--- config.mk ---
export PLATFORM = sky130hd
export DESIGN_NAME = serial_adder_ctrl
export DESIGN_NICKNAME = d
export VERILOG_FILES = /design/src/rtl/serial_adder_ctrl.sv
export SDC_FILE = /design/constraint.sdc
export NUM_CORES = 1
export LEC_CHECK = 0
export CORE_MARGIN = 2
export CORE_UTILIZATION = 47
export DETAILED_ROUTE_END_ITERATION = 16
export GPL_TIMING_DRIVEN = 0
export MAX_ROUTING_LAYER = met4
export PLACE_DENSITY = 0.71
export RECOVER_POWER = 50
export SETUP_SLACK_MARGIN = 0.5
export SYNTH_ARGS = -nofsm -noshare
export SYNTH_HDL_FRONTEND = slang
export SYNTH_SLANG_ARGS = --single-unit
--- constraint.sdc ---
create_clock -name clk -period 2.8 [get_ports clk]
set_input_delay 0.56 -clock clk [delete_from_list [all_inputs] [get_ports clk]]
set_output_delay 0.56 -clock clk [all_outputs]
set_load 0.005 [all_outputs]
--- src/rtl/serial_adder_ctrl.sv ---
`default_nettype none
// ============================================================================
// Module   : serial_adder_ctrl
// Purpose  : Bit-serial adder. One full-add stage processes an operand bit
//            pair per clock, LSB first, with the carry-out registered and fed
//            back. The serial result is presented as a parallel WIDTH-bit sum
//            plus carry-out under a start/busy/done handshake.
// Revision : 1.0  initial release
// ============================================================================
module serial_adder_ctrl #(
  parameter int WIDTH = 8
) (
  input  logic             clk,
  input  logic             rst,
  input  logic             start,
  input  logic [WIDTH-1:0] a,
  input  logic [WIDTH-1:0] b,
  input  logic             c_in,
  output logic             busy,
  output logic             done,
  output logic [WIDTH-1:0] sum,
  output logic             c_out
);

  // Bit counter needs to reach WIDTH-1; keep at least one bit for WIDTH=1.
  localparam int               CNT_W    = (WIDTH > 1) ? $clog2(WIDTH) : 1;
  localparam logic [CNT_W-1:0] CNT_LAST = CNT_W'(WIDTH - 1);
  localparam logic [CNT_W-1:0] CNT_ONE  = CNT_W'(1);

  typedef enum logic [1:0] {
    S_IDLE  = 2'd0,
    S_SHIFT = 2'd1,
    S_DONE  = 2'd2
  } state_t;

  state_t           state;
  state_t           state_nxt;

  logic [WIDTH-1:0] a_sh;
  logic [WIDTH-1:0] b_sh;
  logic [WIDTH-1:0] res_sh;
  logic [WIDTH-1:0] res_nxt;
  logic             carry;
  logic [CNT_W-1:0] cnt;

  logic             bit_s;
  logic             bit_co;
  logic             last_bit;

  // Single full-add stage on the current LSB pair.
  assign bit_s    = a_sh[0] ^ b_sh[0] ^ carry;
  assign bit_co   = (a_sh[0] & b_sh[0]) | (a_sh[0] & carry) | (b_sh[0] & carry);
  assign last_bit = (cnt == CNT_LAST);

  // Result register shifts right with the new sum bit entering the MSB.
  generate
    if (WIDTH == 1) begin : g_res_w1
      assign res_nxt = bit_s;
    end else begin : g_res_wn
      assign res_nxt = {bit_s, res_sh[WIDTH-1:1]};
    end
  endgenerate

  assign busy = (state == S_SHIFT);
  assign done = (state == S_DONE);

  // State register; reset aborts any operation immediately.
  always_ff @(posedge clk or posedge rst) begin
    if (rst) begin
      state <= S_IDLE;
    end else begin
      state <= state_nxt;
    end
  end

  // Next-state logic: start only honoured in IDLE, DONE lasts one cycle.
  always_comb begin
    state_nxt = state;
    case (state)
      S_IDLE:  if (start) state_nxt = S_SHIFT;
      S_SHIFT: if (last_bit) state_nxt = S_DONE;
      S_DONE:  state_nxt = S_IDLE;
      default: state_nxt = S_IDLE;
    endcase
  end

  // Operand capture, serial add datapath and result publication.
  always_ff @(posedge clk or posedge rst) begin
    if (rst) begin
      a_sh   <= '0;
      b_sh   <= '0;
      res_sh <= '0;
      carry  <= 1'b0;
      cnt    <= '0;
      sum    <= '0;
      c_out  <= 1'b0;
    end else begin
      case (state)
        S_IDLE: begin
          if (start) begin
            a_sh  <= a;
            b_sh  <= b;
            carry <= c_in;
            cnt   <= '0;
          end
        end
        S_SHIFT: begin
          carry  <= bit_co;
          a_sh   <= a_sh >> 1;
          b_sh   <= b_sh >> 1;
          res_sh <= res_nxt;
          cnt    <= cnt + CNT_ONE;
          // Sum/carry become visible only once the last bit is in.
          if (last_bit) begin
            sum   <= res_nxt;
            c_out <= bit_co;
          end
        end
        default: begin
        end
      endcase
    end
  end

endmodule
`default_nettype wire
After elaboration in Yosys (flattened, before gate mapping)
Cells that the tools add are included.
W data, S select, Z words.
- $add $sub $neg: 1
- $mul: 0
- div/mod/pow operators: 0
- $lt $le $gt $ge: 0
- eq/ne operators: 5
- shift-type cells: 0
- multiplexer cells: 11
- bitwise gates (word level): 7
- reduce and logical (&&, ||, !) cells: 5
- operator list (cell ; count):
    $pmux W8 S2 ; 2
    $mux W8 ; 2
    $pmux W3 S2 ; 1
    $reduce_and A2 Y1 ; 3
    $mux W2 ; 2
    $pmux W2 S2 ; 1
    $add A3 B1 Y3 const B ; 1
    $and A1 B1 Y1 ; 3
    $eq A3 B3 Y1 const B ; 1
    $mux W3 ; 1
    $eq A2 B1 Y1 const B ; 1
    $eq A2 B2 Y1 const B ; 1
    $logic_not A2 Y1 ; 1
    $ne A2 B1 Y1 const B ; 1
    $ne A2 B2 Y1 const B ; 1
    $or A1 B1 Y1 ; 2
    $pmux W1 S2 ; 1
    $reduce_bool A2 Y1 ; 1
    $xor A1 B1 Y1 ; 2
    $mux W1 ; 1
- bits in registers: 39
- latch bits: 0
- bits in writable memories: 0
- ROM bits: 0
- output and inout bits: 11
- logic and storage cells: 37
- memories: 0

Longest topological paths before layout
Gate-level depths: netlist of the first run.
- word-level depth: 4
- mapped depth: 5

Least setup slack after synthesis of the first run
Ideal clock, no wire load.
- kind: reg-to-reg
- start: reg cnt[0]
- end: reg c_out
- setup time: 128 ps
- data arrival time: 1332 ps
- path slack: 1341 ps
- cell stages (with the launch flop): 6
- period minus slack after synthesis: 1459 ps
- cell sequence: dfrtp_1 ha_1 ha_1 nand3b_1 buf_2 mux2_1
- word-level cells in the longest chain between the ends: 2
- RTL lines (element ; RTL line ; RTL):
    start, declared ; 44 ; logic [CNT_W-1:0] cnt;
    start signal, assigned ; 112 ; cnt <= cnt + CNT_ONE;
    $eq A3 B3 Y1 ; 53 ; assign last_bit = (cnt == CNT_LAST);
    $reduce_and A2 Y1 (no source line) ; -- ;
    end signal, assigned ; 116 ; c_out <= bit_co;
    end, declared ; 22 ; output logic c_out
Every way passes these cells.
A chain may end at the register's enable or synchronous reset.

Final worst setup path of the first run
- start: reg state[0]
- end: out busy
- word-level cells in the longest chain between the ends: 1
- RTL lines (element ; RTL line ; RTL):
    start, declared ; 36 ; state_t state;
    start signal, assigned ; 72 ; state <= state_nxt;
    $eq A2 B1 Y1 ; 64 ; assign busy = (state == S_SHIFT);
    end, declared ; 19 ; output logic busy,
Every way passes these cells.

==> reports/results.ini, run 1 <==
[run_status]
run_status = completed

[worst_setup_path]
cp-end-kind = primary output
r2r_start = cnt[0]
critPathBufInv = 3
path_cells = nor2b_1 > buf_6 > buf_8 > clkdlybuf4s50_1
rr_worst_depth = 5
r2r_end = sum[7]
crit_family = buffers and inverters
arrival_ps = 1690
reg2reg_slack_ps = 970
slowest_stage = clkdlybuf4s50_1
crit_type = flop to primary output
crit_required_ps = 2240
critical_path.startpoint_type = flop
cp_max_fo = 10
cpPeakStageDelay_ps = 520

[routing]
drc_errors = 0
ant_nets = 0
num_vias = 1231
drt_wl_total_mm = 3.635
first_pass_iters = 4
drtIter0Drc = 50
via_per_inst = 5.399
wl_per_cell_um = 15.94

[worst_hold_path]
whs_path_depth = 1
hold_path.class = flop to flop
worstHoldStart = sum[5]
whs_endpoint = sum[5]

[floorplan]
io_pins = 31
core_area_um2 = 3971
die_h_um = 68.07
start_util = 0.4858
die-area_um2 = 4634
die_x_um = 68.07
core.rowCount = 23

[cells_and_area]
nets = 200
insertedDiodeCount = 0
syn2layout_area_growth_pct = 24.64
drive_gt1_frac = 0.2865

[logic_synthesis]
yosysTopAreaCell = dfrtp_1
synth.top_cell.area_share = 0.4929
ys_ff_latch = 38
synth_flop_cell = dfrtp_1
syn_inst = 138
avgSynthCellArea_um2 = 13.98
synth_common_cells = dfrtp_1 (38), inv_1 (17), mux2_1 (14)
syn-cell-area_um2 = 1929
netlist_top_cells_area = dfrtp_1 (49%), nor4b_2 (9.3%), mux2_1 (8.2%), a211oi_2 (6.5%), inv_1 (3.3%)
ys_warn_count = 0
yosys.cell_count.top_type = dfrtp_1
synth_cell_types = 24
seq_area_frac_synth = 0.4929
synth-edff-count = 0
synthArstFlopShare = 1.000
syn_nets = 161

[timing]
tightest_slew_ps = 1437
fin_crit_sh = 0.8027
rsz0062_at_grt = no
hold_viol = 0
fmax_mhz = 445.0
fin_crit_ps = 2247
max-slew-margin-rel = 0.04101
slew_violations = 0
setup_tns_ps = 0
skew_ps = 4.203
finalSetupViolations = 0
finalWorstSetupSlack_ps = 552.6

[placement]
dp_hpwl_mm = 2.587
place.gp.congestion = 0.7323
pre_cts_ws_ps = 753.6
port_buffers = 30

[power_and_ir_drop]
irDropWorstVdd_mv = 0.3983
power_density_nw_per_um2 = 1009
leakage_nw = 0.9959

[cts]
cts_tree = built
clkSinkCount = 38
cts_buffers = 5
clk_pin_slew_ps = 80
clockBufferDepth = 2
clock_latency_ps = 280
ctsHoldBuffers = 0
h-tree-depth = 2
cts-root-buf = clkbuf_8

[global_route]
antenna_found_initial = 0
grtUsageTotal = 0.1861
grt_pass1_wl_mm = 6.113
grt_pass1_vias = 1319
grt_start_max_net_pins = 39
grt_overflow = 0

[run]
drv_cap = 0

per-layer routing:
layer	global-route usage	share of wire	vias up
li1	-	-	572
met1	0.2232	0.43	632
met2	0.3070	0.52	22
met3	0.03618	0.029	5
met4	0.07750	0.014	0
met5	-	0	-
report_power, final:
part | total, mW | internal [mW] | leakage (nW) | switching (mW)
combinational | 1.08 | 0.602 | 0.498 | 0.475
clock | 0.389 | 0.198 | 0.0472 | 0.191
sequential | 0.960 | 0.815 | 0.450 | 0.145
per-stage QoR:
stage | cells | power, mW | utilization | cell area [um^2] | hold WS [ps]
after detailed placement | 218 | 2.076 | 0.5772 | 2292 | 482.3
final | 228 | 2.426 | 0.6055 | 2405 | 492.9
after floorplan | 138 | 1.717 | - | 1929 | 458.3
after CTS | 226 | 2.472 | 0.6021 | 2391 | 500.0
after global routing | 228 | 2.608 | 0.6055 | 2405 | 515.2
after global placement | 218 | 2.015 | 0.5772 | 2292 | 472.1
registers in the layout (all words and copies together), names as in the netlist:
| register | count |
|---|---|
| sum | 8 |
| b_sh | 8 |
| a_sh | 8 |
| state | 2 |
| carry | 1 |
| res_sh | 7 |
| cnt | 3 |
| c_out | 1 |
area by class of cell:
| cell class | instances | area [um^2] |
|---|---|---|
| Inverter | 17 | 63.81 |
| Sequential cell | 38 | 950.9 |
| Fill cell | 301 | 1567 |
| Clock inverter | 2 | 12.51 |
| Timing Repair Buffer | 32 | 315.3 |
| Buffer | 12 | 100.1 |
| Multi-Input combinational cell | 71 | 817.0 |
| Clock buffer | 6 | 82.58 |
| Tap cell | 50 | 62.56 |
how the worst max path moves through the flow:
stage | start | end | slack (ps) | cells after the start
finish | state[0] | busy | 550 | 4
global route | rst | b_sh[6] | 440 | 2
CTS | state[1] | done | 500 | 4
detailed placement | start | b_sh[0] | 750 | 4
global placement | rst | b_sh[6] | 590 | 2
floorplan | cnt[0] | c_out | 1340 | 5
cell usage in the layout (no fill, tap or decap), types with 2 or more instances in the layout:
cell / synthesis / layout
dfrtp_1: 38 / 38
clkdlybuf4s50_1: 0 / 29
inv_1: 17 / 17
mux2_1: 14 / 15
nor4b_2: 12 / 12
a211oi_2: 10 / 10
nor3b_1: 8 / 8
clkbuf_8: 0 / 6
buf_6: 3 / 5
a22o_1: 4 / 4
nor3b_2: 4 / 4
a221oi_2: 4 / 4
buf_4: 3 / 3
clkbuf_1: 2 / 3
nor4b_1: 3 / 3
buf_2: 3 / 2
nor2b_1: 2 / 2
ha_1: 2 / 2
logic make-up after synthesis:
family	Yosys count	share of synthesized area
compound gates	21	0.1245
fa+ha+maj	3	0.02334
simple gates	30	0.1745
mux	17	0.1031
buf+inv	29	0.08171
flops	38	0.4929
repair_timing:
action,CTS,global route
setup endpoints to repair,1,2
hold endpoints to repair,0,0
buffers inserted,0,2
resized for setup,1,3
(Power assumes the default switching activity.)
==> run 2, diff against run 1 <==
--- a/config.mk
+++ b/config.mk
@@ -10,7 +10,7 @@
 export DETAILED_ROUTE_END_ITERATION = 16
 export GPL_TIMING_DRIVEN = 0
 export MAX_ROUTING_LAYER = met4
-export PLACE_DENSITY = 0.71
+export PLACE_DENSITY = 0.74
 export RECOVER_POWER = 50
 export SETUP_SLACK_MARGIN = 0.5
 export SYNTH_ARGS = -nofsm -noshare
==> constraint.sdc (replaced) <==
create_clock -name clk -period 2.05 [get_ports clk]
set_input_delay 0.41 -clock clk [delete_from_list [all_inputs] [get_ports clk]]
set_output_delay 0.41 -clock clk [all_outputs]
set_load 0.005 [all_outputs]
==> reports/results.ini, run 2 (synthesis gave the netlist of run 1 again) <==
[routing]
ant_nets = 0
via_per_inst = 5.218
drc_errors = 0
num_vias = 1247
drt_wl_total_mm = 3.729
drtIter0Drc = 51
first_pass_iters = 3
wl_per_cell_um = 15.60

[worst_setup_path]
slowest_stage = dfrtp_1
crit_family = buffers and inverters
critPathBufInv = 4
cp_max_fo = 5
cpPeakStageDelay_ps = 390
cpMostUsedCell = buf_4
arrival_ps = 1870
path_cells = buf_4 > buf_4 > buf_4 > nand3b_1 > clkbuf_1 > mux2_1
cp-end-kind = flop
crit_type = flop to flop
critical_path.startpoint_type = flop
crit_required_ps = 2230

[placement]
pre_cts_ws_ps = 144.7
place.gp.congestion = 0.7153
dp_hpwl_mm = 2.455
port_buffers = 30

[run]
drv_cap = 0

[cells_and_area]
nets = 211
fillCellCount = 315
multi_input_area_um2 = 845.8
final_cell_mix = dfrtp_1 (38), clkdlybuf4s50_1 (17), inv_1 (16)
insertedDiodeCount = 0
syn2layout_area_growth_pct = 33.33
final_util = 0.6478
largest_registers = a_sh (8), b_sh (8), sum (8)
drive_gt1_frac = 0.3862
layout.cells.most_common = dfrtp_1
regArea_um2 = 950.9

[timing]
fmax_mhz = 592.3
rsz0062_at_grt = yes
setup_tns_ps = 0
fin_crit_sh = 0.8236
max-slew-margin-rel = 0.4751
fin_crit_ps = 1688
slew_violations = 0
finalSetupViolations = 0
hold_viol = 0
skew_ps = 4.260
finalWorstSetupSlack_ps = 361.7
tightest_slew_ps = 786.1

[floorplan]
start_util = 0.4858
die-area_um2 = 4634
die_x_um = 68.07
io_pins = 31
die_h_um = 68.07
core.rowCount = 23
core_area_um2 = 3971

[worst_hold_path]
hold_path.class = flop to flop

[cts]
clock_latency_ps = 290
cts-root-buf = clkbuf_8
clk_pin_slew_ps = 80
clockBufferDepth = 2
cts_tree = built
clkSinkCount = 38
cts_buffers = 5
h-tree-depth = 2

[global_route]
grtUsageTotal = 0.1922
grt_start_max_net_pins = 39
grt_overflow = 0
grt_pass1_wl_mm = 6.285
antenna_found_initial = 0
grt_pass1_vias = 1342

[power_and_ir_drop]
irDropWorstVdd_mv = 0.6425
power_density_nw_per_um2 = 1452
leakage_nw = 1.124

[run_status]
run_status = completed

## run 2: changes by cell type in the layout (fill, tap and decap cells not counted), sizes merged
cell	before	now
dlymetal6s2s	0	1
bufinv	0	2
clkinvlp	1	0
buf	11	24
clkdlybuf4s25	0	2
clkdlybuf4s50	29	17
clkbuf	9	8
dlygate4sd2	0	7
## run 2: layout make-up
class                      instances  share of cell area
buffer                            12             0.05350
multi-input combinational         71              0.3288
timing repair buffer              43              0.1454
inverter                          17             0.02481
clock inverter                     3             0.02675
sequential                        38              0.3696
tap                               50             0.02432
clock buffer                       5             0.02675
## run 2: repair_timing
action | 4_1_cts | 5_1_grt
hold buffers | 0 | 0
buffers inserted | 9 | 3
endpoints found under the setup margin | 28 | 33
gates cloned | 0 | 1
resized for setup | 25 | 19
## run 2: worst paths after layout
path | from | to | slack [ps] | depth (start not counted)
min | sum[1] | sum[1] | 490 | 1
max in group asynchronous | rst | b_sh[7] | 830 | 2
min in group asynchronous | rst | sum[6] | 720 | 2
max | state[0] | c_out | 360 | 6
min reg2reg | sum[1] | sum[1] | 490 | 1
max reg2reg | state[0] | c_out | 360 | 6
## run 2: worst register-to-register path: stages (launching register included)
cell and delay (ps):
dfrtp_1 390, buf_4 150, buf_4 130, buf_4 130, nand3b_1 130, clkbuf_1 300
mux2_1 360
## run 2: where the power goes
part,switching (mW),internal [mW]
registers,0.193,1.11
logic,0.717,0.955
clock network,0.271,0.487
## run 2: through the flow
step / std cells / area (um^2) / total power, mW / hold slack (ps)
floorplan: 138 / 1929 / 2.345 / 458.3
global placement: 218 / 2292 / 2.747 / 472.4
detailed placement: 218 / 2292 / 2.824 / 484.3
CTS: 235 / 2511 / 3.672 / 497.9
global route: 239 / 2572 / 3.997 / 510.4
finish: 239 / 2572 / 3.736 / 493.8
## run 2: layer usage
metal | vias up | track usage | routed length, um
met5 | - | - | 0
met4 | 0 | 0.05250 | 47
met3 | 5 | 0.04934 | 147
met2 | 26 | 0.3313 | 1906
met1 | 622 | 0.2220 | 1627
li1 | 594 | - | -
==> run 3, diff against run 2 <==
==> constraint.sdc (replaced) <==
create_clock -name clk -period 1.4 [get_ports clk]
set_input_delay 0.28 -clock clk [delete_from_list [all_inputs] [get_ports clk]]
set_output_delay 0.28 -clock clk [all_outputs]
set_load 0.005 [all_outputs]
==> reports/results.ini, run 3 (synthesis gave the netlist of run 1 again) <==
[floorplan]
core_area_um2 = 3971
die_x_um = 68.07
start_util = 0.4858
io_pins = 31
core.rowCount = 23
die_h_um = 68.07
die-area_um2 = 4634

[timing]
slew_violations = 0
max-slew-margin-rel = 0.4138
fmax_mhz = 668.3
finalSetupViolations = 17
tightest_slew_ps = 874.5
fin_crit_ps = 1496
rsz0062_at_grt = yes
skew_ps = 5.509
finalWorstSetupSlack_ps = -96.40
hold_viol = 0
fin_crit_sh = 1.069

[power_and_ir_drop]
p_total_mw = 6.334
leakage_nw = 1.351
p_comb_frac = 0.563
p_switching_mw = 2.105
pwr-share-clk = 0.123
power_density_nw_per_um2 = 2119
irDropWorstVdd_mv = 0.8670
pwr-share-seq = 0.314
p_sw_frac = 0.3323
p_int_mw = 4.230

[cts]
h-tree-depth = 2
clk_pin_slew_ps = 70
ctsHoldBuffers = 0
clockBufferDepth = 2
cts_tree = built
clock_latency_ps = 290
clkSinkCount = 38
cts-root-buf = clkbuf_8
cts_buffers = 5

[run_status]
violations = setup timing
run_status = complete, but fails checks

[global_route]
antenna_found_initial = 0
grt_pass1_vias = 1423
grt_pass1_wl_mm = 7.300
grtUsageMet3 = 0.03947
grt_start_max_net_pins = 20
grt_overflow = 0
grtUsageTotal = 0.2265
grt_use_met1 = 0.2642
grt-busiest-layer = met2
use_met2 = 0.3944

[cells_and_area]
largest_registers = a_sh (8), b_sh (8), sum (8)
nets = 225
drive_gt1_frac = 0.6108
fillCellCount = 246
final_cell_mix = dfrtp_1 (37), mux2_4 (17), clkdlybuf4s50_1 (17)
regArea_um2 = 952.2
syn2layout_area_growth_pct = 54.93
layout.cells.most_common = dfrtp_1
insertedDiodeCount = 0
multi_input_area_um2 = 1096
stdcell_area_um2 = 2989

[worst_setup_path]
critPathBufInv = 3
slowest_stage = dfrtp_2
arrival_ps = 1220
crit_family = flip-flops
cp-end-kind = primary output
cp_max_fo = 4
critical_path.startpoint_type = flop
crit_required_ps = 1120
cpPeakStageDelay_ps = 450
path_cells = buf_6 > buf_8 > nor2b_4 > buf_2
crit_type = flop to primary output

[placement]
dp_hpwl_mm = 2.690
dpl-instance-area_um2 = 2459
port_buffers = 30
place.gp.congestion = 0.7148

[worst_hold_path]
hold_path.class = flop to flop

[routing]
first_pass_iters = 4
drt_wl_total_mm = 4.695
wl_per_cell_um = 18.56
via_per_inst = 5.379
drtIter0Drc = 53
ant_nets = 0
num_vias = 1361
drc_errors = 0

[run]
drv_cap = 0

## run 3: cell count changes in the layout (fill, tap and decap cells not counted), moves of 5 or more
| cell | change |
|---|---|
| nor3b_2 | +5 |
| buf_6 | +5 |
| dlygate4sd2_1 | -6 |
| nor3b_1 | -8 |
| nor4b_4 | +12 |
| nor4b_2 | -9 |
| mux2_4 | +12 |
| mux2_1 | -11 |
| buf_12 | +5 |
| buf_2 | +8 |
## run 3: timing repair
item	in CTS	in global routing
gates resized for setup	88	13
buffers inserted	17	6
cloned	3	1
endpoints found under the setup margin	87	49
pin swaps	8	5
## run 3: final cells by class
type / count / area share
Clock inverter: 1 / 0.001674
Timing Repair Buffer: 56 / 0.1833
Buffer: 12 / 0.05567
Tap cell: 50 / 0.02093
Clock buffer: 7 / 0.02888
Timing Repair inverter: 1 / 0.002512
Sequential cell: 38 / 0.3185
Inverter: 17 / 0.02177
Multi-Input combinational cell: 71 / 0.3667
## run 3: layer usage
metal	vias up	part of all wire
met3	9	0.030
li1	627	-
met1	698	0.42
met2	27	0.53
met5	-	0
met4	0	0.014
## run 3: worst reg2reg max path: stages (launching register included)
cell      delay (ps)
dfrtp_1          390
ha_2             200
ha_4             150
nand3b_1         150
buf_6            170
mux2_4           310
## run 3: power groups by stage
stage	sequential (mW)	combinational, mW	clock, mW
CTS	1.96	3.32	0.786
floorplan	1.91	1.87	0
finish	1.99	3.57	0.778
global route	2.05	3.81	0.843
global placement	1.95	2.44	0
detailed placement	1.98	2.53	0
## run 3: per-stage QoR
step | setup TNS [ps] | cells | util | worst slack [ps] | hold WS, ps
floorplan | 0 | 138 | - | 36.63 | 246.1
global placement | -6048 | 218 | 0.6191 | -405.9 | 494.8
detailed placement | -6720 | 218 | 0.6191 | -467.0 | 495.0
CTS | -765.4 | 246 | 0.7284 | -95.00 | 489.6
global route | -1812 | 253 | 0.7527 | -140.3 | 530.0
finish | -1066 | 253 | 0.7527 | -96.40 | 510.4
## run 3: worst paths after layout
path | from | end | slack (ps) | cells after the start
hold reg to reg | sum[4] | sum[4] | 510 | 1
min in group asynchronous | rst | a_sh[0] | 540 | 2
max in group asynchronous | rst | state[1] | 250 | 2
setup reg to reg | cnt[1] | sum[0] | -90 | 5
hold / removal | sum[4] | sum[4] | 510 | 1
setup / recovery | state[1] | done | -100 | 4
==> RTL change 1, RTL diff (config.mk and constraints of run 3) <==
Encoding of `state_t`: now one-hot (3 bits for 3 states).
--- a/src/rtl/serial_adder_ctrl.sv
+++ b/src/rtl/serial_adder_ctrl.sv
@@ -27,10 +27,10 @@
   localparam logic [CNT_W-1:0] CNT_LAST = CNT_W'(WIDTH - 1);
   localparam logic [CNT_W-1:0] CNT_ONE  = CNT_W'(1);
 
-  typedef enum logic [1:0] {
-    S_IDLE  = 2'd0,
-    S_SHIFT = 2'd1,
-    S_DONE  = 2'd2
+  typedef enum logic [2:0] {
+    S_IDLE  = 3'b001,
+    S_SHIFT = 3'b010,
+    S_DONE  = 3'b100
   } state_t;
 
   state_t           state;
Function: same outputs for any inputs over 10 cycles, from zero or initial values and one cycle with rst high; not proved beyond that.
==> RTL change 1 against run 3 <==
The run still ends with setup timing left; fmax is 18% lower; count of clock-buffer cells in the layout is 1 lower; sequential share of layout area is 3.7 points higher; sequential cell count is 1 higher; wire length is 3.5% higher; worst hold slack worse by 0.039 ns; critical path type unchanged; non-clock buffer count is 12 higher; sequential power is 6% lower; power is 20% lower; synthesized cell count is 23% higher; design area is 8.1% lower; register-to-register slack worse by 0.27 ns; setup slack worse by 0.34 ns; synthesized area is 11% lower.
==> RTL change 1: results (changes against run 3) <==
- Fill count: 208 (was 246)
- Grt met1 use: 0.286 (was 0.264)
- Post-Route M1 WL: 1960 um (was 1990 um)
- Critical Path Max Stage Delay: 0.38 ns (was 0.45 ns)
- Slew headroom: 0.408 (was 0.414)
- Post-synthesis net count: 193 (was 161)
- Layout Skew: 0.00465 ns (was 0.00551 ns)
- GR Layer Usage met3: 0.0469 (was 0.0395)
- Number of nets in the layout: 269 (was 225)
- First-pass GRT wire length: 7130 um (was 7300 um)
- Number of non-clock buffers: 80 (was 68)
- Seq area share: 0.356 (was 0.319)
- Register-to-Register Path Depth: 7 (was 5)
- Worst Hold Margin: 0.471 ns (was 0.510 ns)
- Synth area leaders: dfrtp_1 55%, nand2_1 11%, a31oi_1 5.5%, nor2_1 4.1%, mux2_2 3.9% (was dfrtp_1 49%, nor4b_2 9.3%, mux2_1 8.2%, a211oi_2 6.5%, inv_1 3.3%)
- Outcome: complete, but fails checks (unchanged)
- R2R setup slack: -0.36 ns (was -0.09 ns)
- Final setup violation count: 39 (was 17)
- Clock root buffer: clkbuf_4 (was clkbuf_8)
- Mux cell area share after synthesis: 0.0590 (was 0.103)
- Drt total wl: 4860 um (was 4700 um)
- Crit path max-delay family: buffers and inverters (was flip-flops)
- CP max FO: 3 (was 4)
- DR WL met3: 298 um (was 143 um)
- Clock-cell share of area: 0.0314 (was 0.0306)
- VDD IR max: 1.06 mV (was 0.867 mV)
- Worst skew pair latency: 0.35 ns (was 0.29 ns)
- 1st-iter DRT viols: 132 (was 53)
- DP HPWL: 2460 um (was 2690 um)
- Met2 Usage GRT: 0.384 (was 0.394)
- Critical R2R Capture: sum[5]$_DFFE_PP0P_ (was sum[0]$_DFFE_PP0P_)
- Final worst setup slack: -0.435 ns (was -0.0964 ns)
- Pleak: 1.26 nW (was 1.35 nW)
- Total GRT Usage: 0.231 (was 0.226)
- Vias per cell: 5.34 (was 5.38)
- Slowest CP cell: dfstp_2 (was dfrtp_2)
- Non-clk invs: 3 (was 18)
- CLK BUF: 6 (was 7)
- Largest net degree at the start of global routing: 21 (was 20)
- Worst hold path type: in -> async (was reg -> reg)
- Synth cell count leaders: 51 x nand2_1, 38 x dfrtp_1, 19 x nor2_1, 15 x a31oi_1, 6 x mux2_2 (was 38 x dfrtp_1, 17 x inv_1, 14 x mux2_1, 12 x nor4b_2, 10 x a211oi_2)
- R2R Path Start: state[0]$_DFFE_PP1P_ (was cnt[1]$_DFFE_PP0P_)
- Failing checks: setup timing (unchanged)
==> RTL change 1: changes by cell type after synthesis, moves of 10 or more <==
cell	delta
nor2_1	+19
a211oi_2	-10
nor4b_2	-12
nand2_1	+51
inv_1	-16
mux2_1	-11
a31oi_1	+15
==> RTL change 1: worst max-delay path by stage <==
stage / from / endpoint / slack (ns) / cells after the start
6_report: state[0]$_DFFE_PP1P_ / busy / -0.44 / 6
5_1_grt: state[0]$_DFFE_PP1P_ / busy / -0.48 / 6
4_1_cts: state[0]$_DFFE_PP1P_ / busy / -0.44 / 6
3_5_place_dp: state[1]$_DFFE_PP0P_ / busy / -0.61 / 6
3_3_place_gp: state[0]$_DFFE_PP1P_ / busy / -0.58 / 6
2_1_floorplan: cnt[0]$_DFFE_PP0P_ / sum[4]$_DFFE_PP0P_ / -0.02 / 5
==> RTL change 1: through the flow <==
step / std cells / worst slack [ns] / setup TNS, ns / area (sq um) / total power [mW]
2_1_floorplan: 170 / -0.0226 / -0.141 / 1800 / 2.89
3_3_place_gp: 246 / -0.580 / -4.53 / 2160 / 3.26
3_5_place_dp: 246 / -0.610 / -5.72 / 2160 / 3.34
4_1_cts: 275 / -0.438 / -7.00 / 2450 / 4.46
5_1_grt: 293 / -0.479 / -12.12 / 2750 / 5.41
6_report: 293 / -0.435 / -10.26 / 2750 / 5.10
==> RTL change 1: power breakdown <==
part	total [mW]	internal, mW	switching (mW)
Sequential	1.88	1.56	0.321
Clock	0.792	0.422	0.370
Combinational	2.42	1.36	1.06
Total	5.10	3.35	1.75
==> RTL change 1: repair_timing <==
| item | in CTS | in global routing |
|---|---|---|
| cloned | 4 | 1 |
| pin swaps | 2 | 19 |
| buffers inserted | 17 | 17 |
| endpoints found under the setup margin | 88 | 50 |
| resized for setup | 75 | 43 |
==> RTL change 2, RTL diff (settings of run 3) <==
Without the edit above. Change the parameter `WIDTH` from 8 to 16.
--- a/src/rtl/serial_adder_ctrl.sv
+++ b/src/rtl/serial_adder_ctrl.sv
@@ -8,7 +8,7 @@
 // Revision : 1.0  initial release
 // ============================================================================
 module serial_adder_ctrl #(
-  parameter int WIDTH = 8
+  parameter int WIDTH = 16
 ) (
   input  logic             clk,
   input  logic             rst,
Interface: changed (resized a, b and sum); port bits go from 31 to 55. No check against the original RTL was run, so the function may have changed too.
==> RTL change 2 against run 3 <==
The run still ends with setup timing left; power is 64% higher; count of clock-buffer cells in the layout is 4 higher; setup slack worse by 0.10 ns; sequential cell count is 33 higher; synthesized area is 70% higher; sequential power is 81% higher; wire length is 88% higher; critical path depth is 1 higher; via count is 100% higher; design area is 70% higher; clock power is 100% higher; critical path type unchanged; largest power group unchanged; highest routed layer unchanged.
==> RTL change 2: results (changes against run 3) <==
- Outcome: complete, but fails checks (unchanged)
- Failing checks: setup timing (unchanged)
- GP Congestion: 0.806 (was 0.715)
- Vias per cell: 5.28 (was 5.38)
- Synth Area in Adders: 0.00991 (was 0.0233)
- Layout Skew: 0.0104 ns (was 0.00551 ns)
- DP HPWL: 4610 um (was 2690 um)
- H-tree level count: 3 (was 2)
- Mux cell area share after synthesis: 0.0717 (was 0.103)
- Crit path max-delay family: buffers and inverters (was flip-flops)
- Synth area leaders: dfrtp_1 54%, a22oi_1 7.1%, nand2_1 5.6%, nor2b_1 5.5%, a21oi_1 5.0% (was dfrtp_1 49%, nor4b_2 9.3%, mux2_1 8.2%, a211oi_2 6.5%, inv_1 3.3%)
- Worst-margin pin slew: 0.504 ns (was 0.874 ns)
- Worst EP arrival: 1.32 ns (was 1.22 ns)
- Layout cells sized above 1: 0.444 (was 0.611)
- Distinct cells, synth: 29 (was 24)
- 1st-iter DRT viols: 176 (was 53)
- VDD IR max: 0.947 mV (was 0.867 mV)
- Largest net degree at the start of global routing: 38 (was 20)
- Final worst setup slack: -0.201 ns (was -0.0964 ns)
- Drt wl/cell: 16.9 um (was 18.6 um)
- Critical Path Max Stage Delay: 0.39 ns (was 0.45 ns)
- Fill count: 471 (was 246)
- Slowest CP cell: dfrtp_1 (was dfrtp_2)
- Synth cell count leaders: 71 x dfrtp_1, 49 x nand2_1, 33 x a21oi_1, 31 x a22oi_1, 29 x nor2b_1 (was 38 x dfrtp_1, 17 x inv_1, 14 x mux2_1, 12 x nor4b_2, 10 x a211oi_2)
- Total GRT Usage: 0.242 (was 0.226)
- Post-synthesis compound-gate area fraction: 0.186 (was 0.125)
- Final setup violation count: 59 (was 17)
- Regs by FF count: a_sh (16), b_sh (16), sum (16) (was a_sh (8), b_sh (8), sum (8))
- Area after DPL: 4180 sq um (was 2460 sq um)
- IO buf count: 54 (was 30)
RTL change 2: power breakdown:
| group | switching, mW | leakage, nW | internal, mW |
|---|---|---|---|
| sequential | 0.716 | 0.927 | 2.88 |
| combinational | 2.30 | 1.30 | 2.93 |
| clock | 0.832 | 0.0922 | 0.752 |
| total | 3.85 | 2.32 | 6.57 |
RTL change 2: area by class of cell:
class / instances / area [sq um] / share of cell area
Sequential cell: 71 / 1780 / 0.350
Multi-Input combinational cell: 213 / 1670 / 0.328
Timing Repair Buffer: 102 / 1020 / 0.201
Buffer: 23 / 275 / 0.0543
Clock buffer: 11 / 151 / 0.0298
Tap cell: 96 / 120 / 0.0237
Clock inverter: 5 / 41.3 / 0.00814
Inverter: 2 / 16.3 / 0.00321
Timing Repair inverter: 1 / 7.51 / 0.00148
RTL change 2: path summary, 6_finish.rpt:
| kind | start | end | slack [ns] | cells after the start |
|---|---|---|---|---|
| worst max-delay path | state[1]$_DFFE_PP0P_ | done | -0.20 | 5 |
| worst min-delay path | sum[4]$_DFFE_PP0P_ | sum[4]$_DFFE_PP0P_ | 0.50 | 1 |
| worst max register to register | state[1]$_DFFE_PP0P_ | c_out$_DFFE_PP0P_ | -0.17 | 7 |
| worst min register to register | sum[4]$_DFFE_PP0P_ | sum[4]$_DFFE_PP0P_ | 0.50 | 1 |
| max in group asynchronous | rst | sum[9]$_DFFE_PP0P_ | 0.34 | 3 |
| min in group asynchronous | rst | a_sh[15]$_DFFE_PP0P_ | 0.52 | 2 |
RTL change 2: cells by family after synthesis:
kind of cell | after synthesis
compound gates | 103
simple gates | 90
flops | 71
buf+inv | 25
mux | 18
fa+ha+maj | 2
RTL change 2: metal layers:
metal	track usage	vias up	part of all wire
li1	-	1312	-
met1	0.323	1365	0.44
met2	0.373	78	0.50
met3	0.0386	10	0.047
met4	0.0923	0	0.012
met5	-	-	0
RTL change 2: repair_timing:
action / 4_1_cts / 5_1_grt
hold buffers: 0 / 0
pin swaps: 1 / 4
resized for setup: 134 / 42
buffers inserted: 27 / 13
setup endpoints to repair: 160 / 90
cloned: 7 / 1
RTL change 2: metrics by stage:
stage | std cells | TNS, ns | setup WS, ns | power (mW) | utilization
final | 524 | -5.24 | -0.201 | 10.4 | 0.747
after global routing | 524 | -9.10 | -0.251 | 11.0 | 0.747
after CTS | 510 | -6.34 | -0.197 | 9.59 | 0.710
after detailed placement | 460 | -16.30 | -0.466 | 7.12 | 0.615
after global placement | 459 | -52.18 | -0.541 | 7.01 | 0.612
after floorplan | 309 | -0.0505 | -0.00561 | 5.89 | -
